`src/rtl/control_unit.sv`:
```
// control_unit: multi-cycle fetch/decode/execute sequencer for the 16-bit
// datapath. Fetches from a synchronous ROM (1-cycle read latency), decodes
// the opcode in IR[15:12] and drives the RAM, register-file and ALU controls.
// All control outputs are registered and are computed from the next state,
// so each one is valid for exactly the duration of its state.
module control_unit #(
  parameter int unsigned WIDTH    = 16,
  parameter int unsigned D_ADDR_W = 8,
  parameter int unsigned R_ADDR_W = 4,
  parameter int unsigned I_ADDR_W = 7,
  parameter logic [3:0]  ALU_PASS = 4'd0,
  parameter logic [3:0]  ALU_ADD  = 4'd1,
  parameter logic [3:0]  ALU_SUB  = 4'd2
) (
  input  logic                clk,
  input  logic                rst,
  input  logic [WIDTH-1:0]    I_data,
  output logic [I_ADDR_W-1:0] I_addr,
  output logic [D_ADDR_W-1:0] D_addr,
  output logic                D_wr,
  output logic [R_ADDR_W-1:0] RF_W_addr,
  output logic [R_ADDR_W-1:0] RF_A_addr,
  output logic [R_ADDR_W-1:0] RF_B_addr,
  output logic                RF_W_en,
  output logic                RF_s,
  output logic [3:0]          ALU_sel,
  output logic [I_ADDR_W-1:0] PC,
  output logic [WIDTH-1:0]    IR,
  output logic                halted
);

  typedef enum logic [3:0] {
    S_INIT       = 4'd0,
    S_FETCH      = 4'd1,
    S_FETCH_WAIT = 4'd2,
    S_DECODE     = 4'd3,
    S_STORE      = 4'd4,
    S_LOAD_A     = 4'd5,
    S_LOAD_B     = 4'd6,
    S_ADD        = 4'd7,
    S_SUB        = 4'd8,
    S_HALT       = 4'd9
  } state_t;

  localparam logic [3:0] OP_STORE = 4'd1;
  localparam logic [3:0] OP_LOAD  = 4'd2;
  localparam logic [3:0] OP_ADD   = 4'd3;
  localparam logic [3:0] OP_SUB   = 4'd4;
  localparam logic [3:0] OP_HALT  = 4'd5;

  localparam logic [I_ADDR_W-1:0] PC_ONE = {{(I_ADDR_W-1){1'b0}}, 1'b1};

  state_t                state_q, state_d;
  logic [I_ADDR_W-1:0]   pc_q, pc_d;
  logic [WIDTH-1:0]      ir_q, ir_d;

  logic                  d_wr_q, d_wr_d;
  logic                  rf_w_en_q, rf_w_en_d;
  logic                  rf_s_q, rf_s_d;
  logic [3:0]            alu_sel_q, alu_sel_d;
  logic [R_ADDR_W-1:0]   rf_a_addr_q, rf_a_addr_d;
  logic                  halted_q, halted_d;

  // Next-state, PC and IR sequencing; IR/PC only move at the end of FETCH_WAIT.
  always_comb begin
    state_d = state_q;
    pc_d    = pc_q;
    ir_d    = ir_q;
    case (state_q)
      S_INIT:       state_d = S_FETCH;
      S_FETCH:      state_d = S_FETCH_WAIT;
      S_FETCH_WAIT: begin
        state_d = S_DECODE;
        ir_d    = I_data;
        pc_d    = pc_q + PC_ONE;
      end
      S_DECODE: begin
        case (ir_q[15:12])
          OP_STORE: state_d = S_STORE;
          OP_LOAD:  state_d = S_LOAD_A;
          OP_ADD:   state_d = S_ADD;
          OP_SUB:   state_d = S_SUB;
          OP_HALT:  state_d = S_HALT;
          default:  state_d = S_FETCH;
        endcase
      end
      S_LOAD_A:     state_d = S_LOAD_B;
      S_LOAD_B:     state_d = S_FETCH;
      S_STORE:      state_d = S_FETCH;
      S_ADD:        state_d = S_FETCH;
      S_SUB:        state_d = S_FETCH;
      S_HALT:       state_d = S_HALT;
      default:      state_d = S_INIT;
    endcase
  end

  // Moore output decode from the upcoming state so the outputs can be registered.
  always_comb begin
    d_wr_d      = 1'b0;
    rf_w_en_d   = 1'b0;
    rf_s_d      = 1'b1;
    alu_sel_d   = ALU_PASS;
    halted_d    = 1'b0;
    rf_a_addr_d = ir_d[7:4];
    case (state_d)
      S_STORE: begin
        d_wr_d      = 1'b1;
        rf_a_addr_d = ir_d[11:8];
      end
      S_LOAD_B: begin
        rf_s_d    = 1'b0;
        rf_w_en_d = 1'b1;
      end
      S_ADD: begin
        rf_w_en_d = 1'b1;
        alu_sel_d = ALU_ADD;
      end
      S_SUB: begin
        rf_w_en_d = 1'b1;
        alu_sel_d = ALU_SUB;
      end
      S_HALT:  halted_d = 1'b1;
      default: halted_d = 1'b0;
    endcase
  end

  // State, architectural registers and registered control outputs.
  always_ff @(posedge clk or posedge rst) begin
    if (rst) begin
      state_q     <= S_INIT;
      pc_q        <= '0;
      ir_q        <= '0;
      d_wr_q      <= 1'b0;
      rf_w_en_q   <= 1'b0;
      rf_s_q      <= 1'b1;
      alu_sel_q   <= ALU_PASS;
      rf_a_addr_q <= '0;
      halted_q    <= 1'b0;
    end else begin
      state_q     <= state_d;
      pc_q        <= pc_d;
      ir_q        <= ir_d;
      d_wr_q      <= d_wr_d;
      rf_w_en_q   <= rf_w_en_d;
      rf_s_q      <= rf_s_d;
      alu_sel_q   <= alu_sel_d;
      rf_a_addr_q <= rf_a_addr_d;
      halted_q    <= halted_d;
    end
  end

  assign I_addr    = pc_q;
  assign PC        = pc_q;
  assign IR        = ir_q;
  assign D_addr    = ir_q[7:0];
  assign RF_W_addr = ir_q[11:8];
  assign RF_B_addr = ir_q[3:0];
  assign RF_A_addr = rf_a_addr_q;
  assign D_wr      = d_wr_q;
  assign RF_W_en   = rf_w_en_q;
  assign RF_s      = rf_s_q;
  assign ALU_sel   = alu_sel_q;
  assign halted    = halted_q;

endmodule

```
`config.mk`:
```
export PLATFORM = sky130hd
export DESIGN_NAME = control_unit
export DESIGN_NICKNAME = d
export VERILOG_FILES = /design/src/rtl/control_unit.sv
export SDC_FILE = /design/constraint.sdc
export NUM_CORES = 1
export LEC_CHECK = 0
export CAP_MARGIN = 20
export CORE_MARGIN = 2
export CORE_UTILIZATION = 37
export CTS_CLUSTER_SIZE = 10
export DETAILED_ROUTE_END_ITERATION = 10
export PLACE_DENSITY_LB_ADDON = 0.1
export REMOVE_ABC_BUFFERS = 1
export SYNTH_ARGS = -nofsm -noshare
export SYNTH_HDL_FRONTEND = slang
export SYNTH_SLANG_ARGS = --single-unit
```
`constraint.sdc`:
```
create_clock -name clk -period 1.8 [get_ports clk]
set_input_delay 0.27 -clock clk [delete_from_list [all_inputs] [get_ports clk]]
set_output_delay 0.27 -clock clk [all_outputs]
set_load 0.02 [all_outputs]
```
# After elaboration in Yosys (flattened, before gate mapping)
# Index checks and enable logic that the tools add are counted.
[word_totals] ff_bits=39 inputBits=18 out_inout_bits=58 elab_cells=42
[classes] add_sub_neg=1 n_eq_ne=19 mux=9 reduce_logical=3
[op_table] cell="4-bit by 3-bit == test with 1-bit output, second input constant" count=9
[op_table] cell="4-bit case mux with 6 select lines" count=1
[op_table] cell="4-bit case mux with 5 select lines" count=1
[op_table] cell="4-bit by 2-bit == test with 1-bit output, second input constant" count=4
[op_table] cell="4-bit == test, second input constant" count=4
[op_table] cell="12-bit two-way mux" count=1
[op_table] cell="4-bit by 1-bit == test with 1-bit output, second input constant" count=2
[op_table] cell="7-bit by 1-bit adder with 7-bit output, second input constant" count=1
[op_table] cell="5-bit OR reduction" count=1
[op_table] cell="4-bit zero test" count=1
[op_table] cell="1-bit two-way mux" count=4
[op_table] cell="4-bit two-way mux" count=1
[op_table] cell="2-bit case mux with 2 select lines" count=1
[op_table] cell="3-bit OR reduction" count=1

# Depth between registers and ports, before layout
[logic_depth] depth_word=6 ltp_mapped=6 ltp_nobuf=4

# Least setup slack after synthesis
# Ideal clock, no wire load.
[synth_path] path_type="flip-flop to flip-flop" start="register ir_q[13], in the netlist IR[13]" end="register rf_a_addr_q[0], in the netlist RF_A_addr[0]" setup_time_ns=0.125 arrival_ns=1.814 t_required_ns=1.675 slack_ns=-0.139 path_stages_with_launch=5 path_buffers=0 synth_period_minus_slack_ns=1.939 path_cell_list="dfrtp_1 -> or4b_4 -> o311ai_4 -> nand3_2 -> mux2_2"
[synth_via] elab_chain_cells=5 word_cells_on_any_way=9 classes_between="eq/ne (6); mux (3)"
[synth_lines] element="start: declaration" line="55" text="logic [WIDTH-1:0] ir_q, ir_d;"
[synth_lines] element="start signal: assignment" line="142" text="ir_q <= ir_d;"
[synth_lines] element="4-bit by 3-bit == test with 1-bit output (tied with other cells)" line="78" text="case (ir_q[15:12])"
[synth_lines] element="4-bit case mux with 5 select lines *" line="78"
[synth_lines] element="4-bit case mux with 6 select lines *" line="69" text="case (state_q)"
[synth_lines] element="4-bit by 3-bit == test with 1-bit output *" line="105" text="case (state_d)"
[synth_lines] element="4-bit two-way mux *" line="105"
[synth_lines] element="net rf_a_addr_d[0]" line="61" text="logic [R_ADDR_W-1:0] rf_a_addr_q, rf_a_addr_d;"
[synth_lines] element="end signal: assignment" line="147" text="rf_a_addr_q <= rf_a_addr_d;"
[synth_lines] element="end: declaration" line="61"
# The timed path passes the listed nets; every way through them passes the cells marked *.
# A chain may end at the register's enable or synchronous reset.

# Worst setup path in the final report
[layout_path] start="register state_q[3]" end="register rf_a_addr_q[0], in the netlist RF_A_addr[0]"
[layout_via] elab_chain_cells=5 word_cells_on_any_way=15 classes_between="eq/ne (10); mux (3); reduce/logical (2)"
[layout_lines] element="start: declaration" line="53" text="state_t state_q, state_d;"
[layout_lines] element="start signal: assignment" line="140" text="state_q <= state_d;"
[layout_lines] element="4-bit == test (tied with other cells)" line="69"
[layout_lines] element="5-bit OR reduction (no source line)"
[layout_lines] element="4-bit case mux with 6 select lines" line="69"
[layout_lines] element="4-bit by 3-bit == test with 1-bit output" line="105"
[layout_lines] element="4-bit two-way mux *" line="105"
[layout_lines] element="net rf_a_addr_d[0]" line="61"
# Marked as above.

==> out/qor.csv <==
metric,value,unit
status,finished with violations,
failing checks,negative setup slack,
Final Max Slew Viols,0,
final hold slack,333,ps
"FF+latch count, synth",37,
placed cells,246,
CTS max path bufs,2,
fin crit share,103,%
Synth area leader,dfrtp_1,
proportion of layout cells with a drive suffix above 1,24.6,%
switch share,39.4,%
endpoints failing hold,0,
syn avg cell area,12.6,µm²
async set-reset flop share out of synthesis,100,%
Arrival @ worst endpoint,2020,ps
Total Routing Usage GR,14.7,%
Tightest Hold Check Type,in -> async,
Ys Warns,0,
WL final,3630,µm
largest net degree at the start of global routing,38,
DIE WIDTH,72.1,µm
Die ar.,5200,µm²
routed via count,1209,
Worst setup SP type,flip-flop,
H-Tree Level Count,2,
WS Path Type,reg -> reg,
Final WS setup,-51.2,ps
internal power,3.22,mW
Pwr Density,2080,nW/µm²
RR Endpoint,RF_A_addr[0]$_DFF_PP0_,
Peak VDD IR,0.945,mV
Post-synth top cells,"36 x dfrtp_1, 25 x buf_4, 21 x mux2_2",
Synth area leaders,"dfrtp_1 53%, mux2_2 14%, buf_4 11%",
placed inst area,2420,µm²
utilization after layout,57.9,%
Final nets,221,
worst r2r src,state_q[3]$_DFF_PP0_,
final setup TNS,-152,ps
ANT cells,0,
clock latency at the later pin of the worst-skew pair,280,ps
"EDFF count, synth",0,
CTS tree,built,
"non-filler cells, final",255,
Syn Inst Count,136,
Final setup violation count,4,
GP Congestion,0.842,
synthesized cell area,1720,µm²
Via density,4.74,
1st-iter DRT viols,22,
num ports,76,
CORE AREA,4410,µm²
global-route wire length before repair,5820,µm
Worst Setup SP,state_q[3]$_DFF_PP0_,
post-synthesis sequential area ratio,54.0,%
area share of the largest cell type after synthesis,52.5,%
Post-CTS Hold Buffers,0,
CP max FO,5,
minimum clock period,1850,ps
Pleak,1.08,nW
f_max,540,MHz
RSZ-0062 raised after global routing,true,
CP required,1970,ps
CTS Buf Count,5,
vias in the first global route,1221,
"count leader, synth",dfrtp_1,
library cells used by synthesis,28,
Remaining DRCs,0,
initial antenna violation count,0,
final instance area,2550,µm²
Initial Util,38.9,%
Register-to-Register Setup Slack,-50,ps
"Clk pin slew, worst setup/hold paths",70,ps
Row Count,24,
per-cell routed wire length,14.2,µm
skew final,7.45,ps
Vert. Die Dim,72.1,µm
FILL cells,367,
clock power share,11.6,%
1st-pass router iterations,4,
CTS sink count,37,
Logic pwr share,59.9,%
"Top FF cell, synth",dfrtp_1,
Sw Pwr,2.09,mW
Area Growth Syn to Fin,48.9,%
DP HPWL,2800,µm
"Remaining Overflow, GRT",0,
max_cap viols,0,
R2R depth,4,
DRT antenna net count,0,
root buffer cell,clkbuf_8,
number of port buffers,73,
sequential power share,28.5,%
Crit. End Element,flip-flop,
cells by family after synthesis:
family                     Yosys count  synth area share (%)
xor gates and xnor gates             8                  4.08
AOI/OAI and AO/OA                    8                  4.08
adders and majority gates            1                 0.729
buffers and inverters               33                  13.0
muxes                               22                  14.4
DFF                                 37                  54.0
and+or+nand+nor                     26                  9.48
other                                1                 0.219
power by group through the flow:
stage / clock network [mW] / logic (mW) / registers [mW]
CTS: 0.643 / 3.20 / 1.52
detailed placement: 0 / 3.15 / 1.53
floorplan: 0 / 0.864 / 2.22
global route: 0.685 / 3.38 / 1.58
global placement: 0 / 3.12 / 1.50
finish: 0.618 / 3.18 / 1.52
sequential cells by signal (all words and copies together) (netlist names):
| name | count |
|---|---|
| ALU_sel | 2 |
| RF_s | 1 |
| RF_W_en | 1 |
| halted | 1 |
| RF_A_addr | 4 |
| IR | 16 |
| state_q | 4 |
| I_addr | 7 |
| D_wr | 1 |
through the flow:
stage | setup slack [ps] | power, mW
global placement | -34.3 | 4.62
detailed placement | -79.5 | 4.68
finish | -51.2 | 5.31
floorplan | -1720 | 3.09
global route | -108 | 5.64
CTS | -58.8 | 5.36
critical path, cell delays in order (launching register included):
cell	delay, ps
dfrtp_1	380
or4b_4	560
o311ai_4	330
nand3_4	150
mux2_2	320
what timing repair did:
action / 4_1_cts / 5_1_grt
gates resized for setup: 1 / 2
setup endpoints to repair: 4 / 7
buffers inserted: 1 / 0
endpoints found under the hold margin: 0 / 0
pin swaps: 0 / 0
how the worst max path moves through the flow:
stage / to / cells past startpoint
after global routing: RF_A_addr[0]$_DFF_PP0_ / 4
after floorplan: RF_A_addr[0]$_DFF_PP0_ / 3
after CTS: RF_A_addr[0]$_DFF_PP0_ / 4
final: RF_A_addr[0]$_DFF_PP0_ / 4
after detailed placement: RF_A_addr[0]$_DFF_PP0_ / 4
after global placement: RF_A_addr[2]$_DFF_PP0_ / 4
routing by layer:
metal / vias up / part of all wire [%] / GRT usage [%]
met1: 585 / 40 / 18.2
met4: 0 / 2.0 / 6.92
met2: 47 / 51 / 23.5
met3: 9 / 7.1 / 4.58
met5: - / 0 / 0
li1: 568 / - / -
placed cells by master (no fill, tap or decap), types with 2 or more instances in the layout:
| cell type | count |
|---|---|
| clkbuf_8 | 7 |
| a21oi_1 | 2 |
| xor2_1 | 3 |
| mux2_2 | 21 |
| nand2b_1 | 3 |
| nor2_1 | 5 |
| o21ai_0 | 3 |
| inv_1 | 4 |
| xnor2_1 | 5 |
| nand2_1 | 4 |
| nand4_1 | 2 |
| nor3_1 | 3 |
| clkdlybuf4s50_1 | 73 |
| buf_4 | 13 |
| conb_1 | 2 |
| dfrtp_1 | 36 |
area by class of cell:
cell class                 count  area [µm²]  share of cell area [%]
timing repair buffer          87         848                    33.2
clock inverter                 1        5.00                   0.196
sequential                    37         927                    36.3
clock buffer                   7        96.3                    3.77
tap                           52        65.1                    2.55
inverter                       4        15.0                   0.588
multi-input combinational     67         597                    23.4
No activity file was read; power rests on OpenSTA's default activity.
==> patch: new RTL, same settings <==
Register the input `I_data` before use, cleared by the reset. The logic sees it one clock later.
--- a/src/rtl/control_unit.sv
+++ b/src/rtl/control_unit.sv
@@ -50,6 +50,16 @@
 
   localparam logic [I_ADDR_W-1:0] PC_ONE = {{(I_ADDR_W-1){1'b0}}, 1'b1};
 
+  logic [WIDTH-1:0] I_data_q;
+
+  always_ff @(posedge clk or posedge rst) begin
+    if (rst) begin
+      I_data_q <= '0;
+    end else begin
+      I_data_q <= I_data;
+    end
+  end
+
   state_t                state_q, state_d;
   logic [I_ADDR_W-1:0]   pc_q, pc_d;
   logic [WIDTH-1:0]      ir_q, ir_d;
@@ -71,7 +81,7 @@
       S_FETCH:      state_d = S_FETCH_WAIT;
       S_FETCH_WAIT: begin
         state_d = S_DECODE;
-        ir_d    = I_data;
+        ir_d    = I_data_q;
         pc_d    = pc_q + PC_ONE;
       end
       S_DECODE: begin
Function: changed (a bounded check fails within 4 cycles, from zero or initial values and one cycle with rst high).
==> patch against the original RTL <==
Sequential cell count rose by 16; design area rose by 12%; setup slack improved by 95 ps; critical path depth did not move; clock power rose by 13%; critical endpoint is now RF_A_addr[3]; clock skew fell by 3.9 ps; routed wire length rose by 5.1%; power rose by 3.6%; area after synthesis rose by 21%.
==> patch: results (changes against the original RTL) <==
place:
  place.gp.congestion: 0.849  # +0.88%
  dp_cells: 269  # +9.3%
  place_ws_ps: 14.9  # +94.4 ps
  hpwl_um: 2820  # +0.44%
  dpl_cell_area_um2: 2750  # +14%
routing:
  routed_wl_um: 3810  # +5.1%
  via_count: 1240  # +2.6%
power_and_ir_drop:
  p_leak_nw: 1.20  # +11%
  ir_drop_mv: 0.748  # -21%
worst_setup_path:
  crit_arrival_ps: 1950  # -70 ps
  crit_slowest_cell: "dfrtp_2"
  r2r_end: "RF_A_addr[3]"
  critical_path.max_stage_delay_ps: 470  # -90 ps
  cp_top_family: "multiplexers"
  r2r_slack_ps: 40  # +100 ps
logic_synthesis:
  synthTopCellsByCount: "dfrtp_1 (52), buf_4 (26), mux2_2 (21)"
  ys_seq_area_frac: 0.641  # +0.100
  synthCells: 145  # +6.6%
cts:
  cts_post_setup_buffers_inserted: 0  # -1
  clk_pin_slew_ps: 90  # +20 ps
  cts_resized: 0  # -1
  insertion_delay_ps: 300  # +20 ps
global_route:
  grt_pass1_wl_um: 6010  # +3.2%
  grt_max_degree: 28  # -26%
  grtUsageTotal: 0.128  # -0.0197
layout:
  post_layout_nonfiller_instances: 277  # +8.6%
  filler_cell_count: 474  # +29%
  layout-drive-gt1-share: 0.205  # -0.0414
  nets: 223  # +0.90%
timing:
  whs_ps: 280  # -53.1 ps
  skew_ps: 3.57  # -3.88 ps
status:
  outcome: "finished, final reports clean"
-- patch: cell families (layout without fill, tap and decap cells) --
logic type | after synthesis | count (layout) | synth area share
muxes | 21 | 21 | 0.114
buffers and inverters | 29 | 88 | 0.103
other | 1 | 2 | 0.00181
adders and majority gates | 1 | 1 | 0.00604
xor gates and xnor gates | 7 | 7 | 0.0296
AOI/OAI and AO/OA | 6 | 6 | 0.0175
and+or+nand+nor | 27 | 27 | 0.0870
DFF | 53 | 53 | 0.641
-- patch: cell type report --
cell class              count  area, µm²  area share
clock buffers               6       82.6      0.0288
clock inverters             2       17.5     0.00611
well taps                  72       90.1      0.0314
multi-input cells          64        548       0.191
flip-flops and latches     53       1330       0.464
repair buffers             78        793       0.276
inverters                   2       7.51     0.00262
-- patch: metal layers --
metal | share of wire | up-vias | global-route usage | wire length, µm
met5 | 0 | - | 0 | 0
met4 | 0.013 | 0 | 0.0603 | 50
met3 | 0.061 | 5 | 0.0261 | 233
met2 | 0.50 | 52 | 0.213 | 1900
met1 | 0.43 | 601 | 0.160 | 1630
li1 | - | 582 | - | -
-- patch: report_power, final --
| part | switching, mW | total, mW | leakage, nW | internal, mW |
|---|---|---|---|---|
| combinational | 1.32 | 2.84 | 0.512 | 1.52 |
| sequential | 0.390 | 1.97 | 0.637 | 1.58 |
| clock | 0.378 | 0.697 | 0.0518 | 0.319 |
| total | 2.08 | 5.50 | 1.20 | 3.42 |
-- patch: worst max path at each step --
stage	endpoint	cells past startpoint	slack, ps	start
after detailed placement	RF_A_addr[2]	3	10	state_q[3]
after global placement	RF_A_addr[1]	4	110	state_q[3]
final	RF_A_addr[3]	4	40	state_q[3]
after global routing	RF_A_addr[1]	4	-3	state_q[3]
after CTS	RF_A_addr[2]	3	5	state_q[3]
after floorplan	RF_A_addr[0]	3	-260	state_q[3]
-- patch: worst register-to-register path: cells and delay by family, from the launching register on --
kind,cells,cell delay [ps]
mux,2,620
flops,1,470
simple gates,1,360
buf+inv,1,200
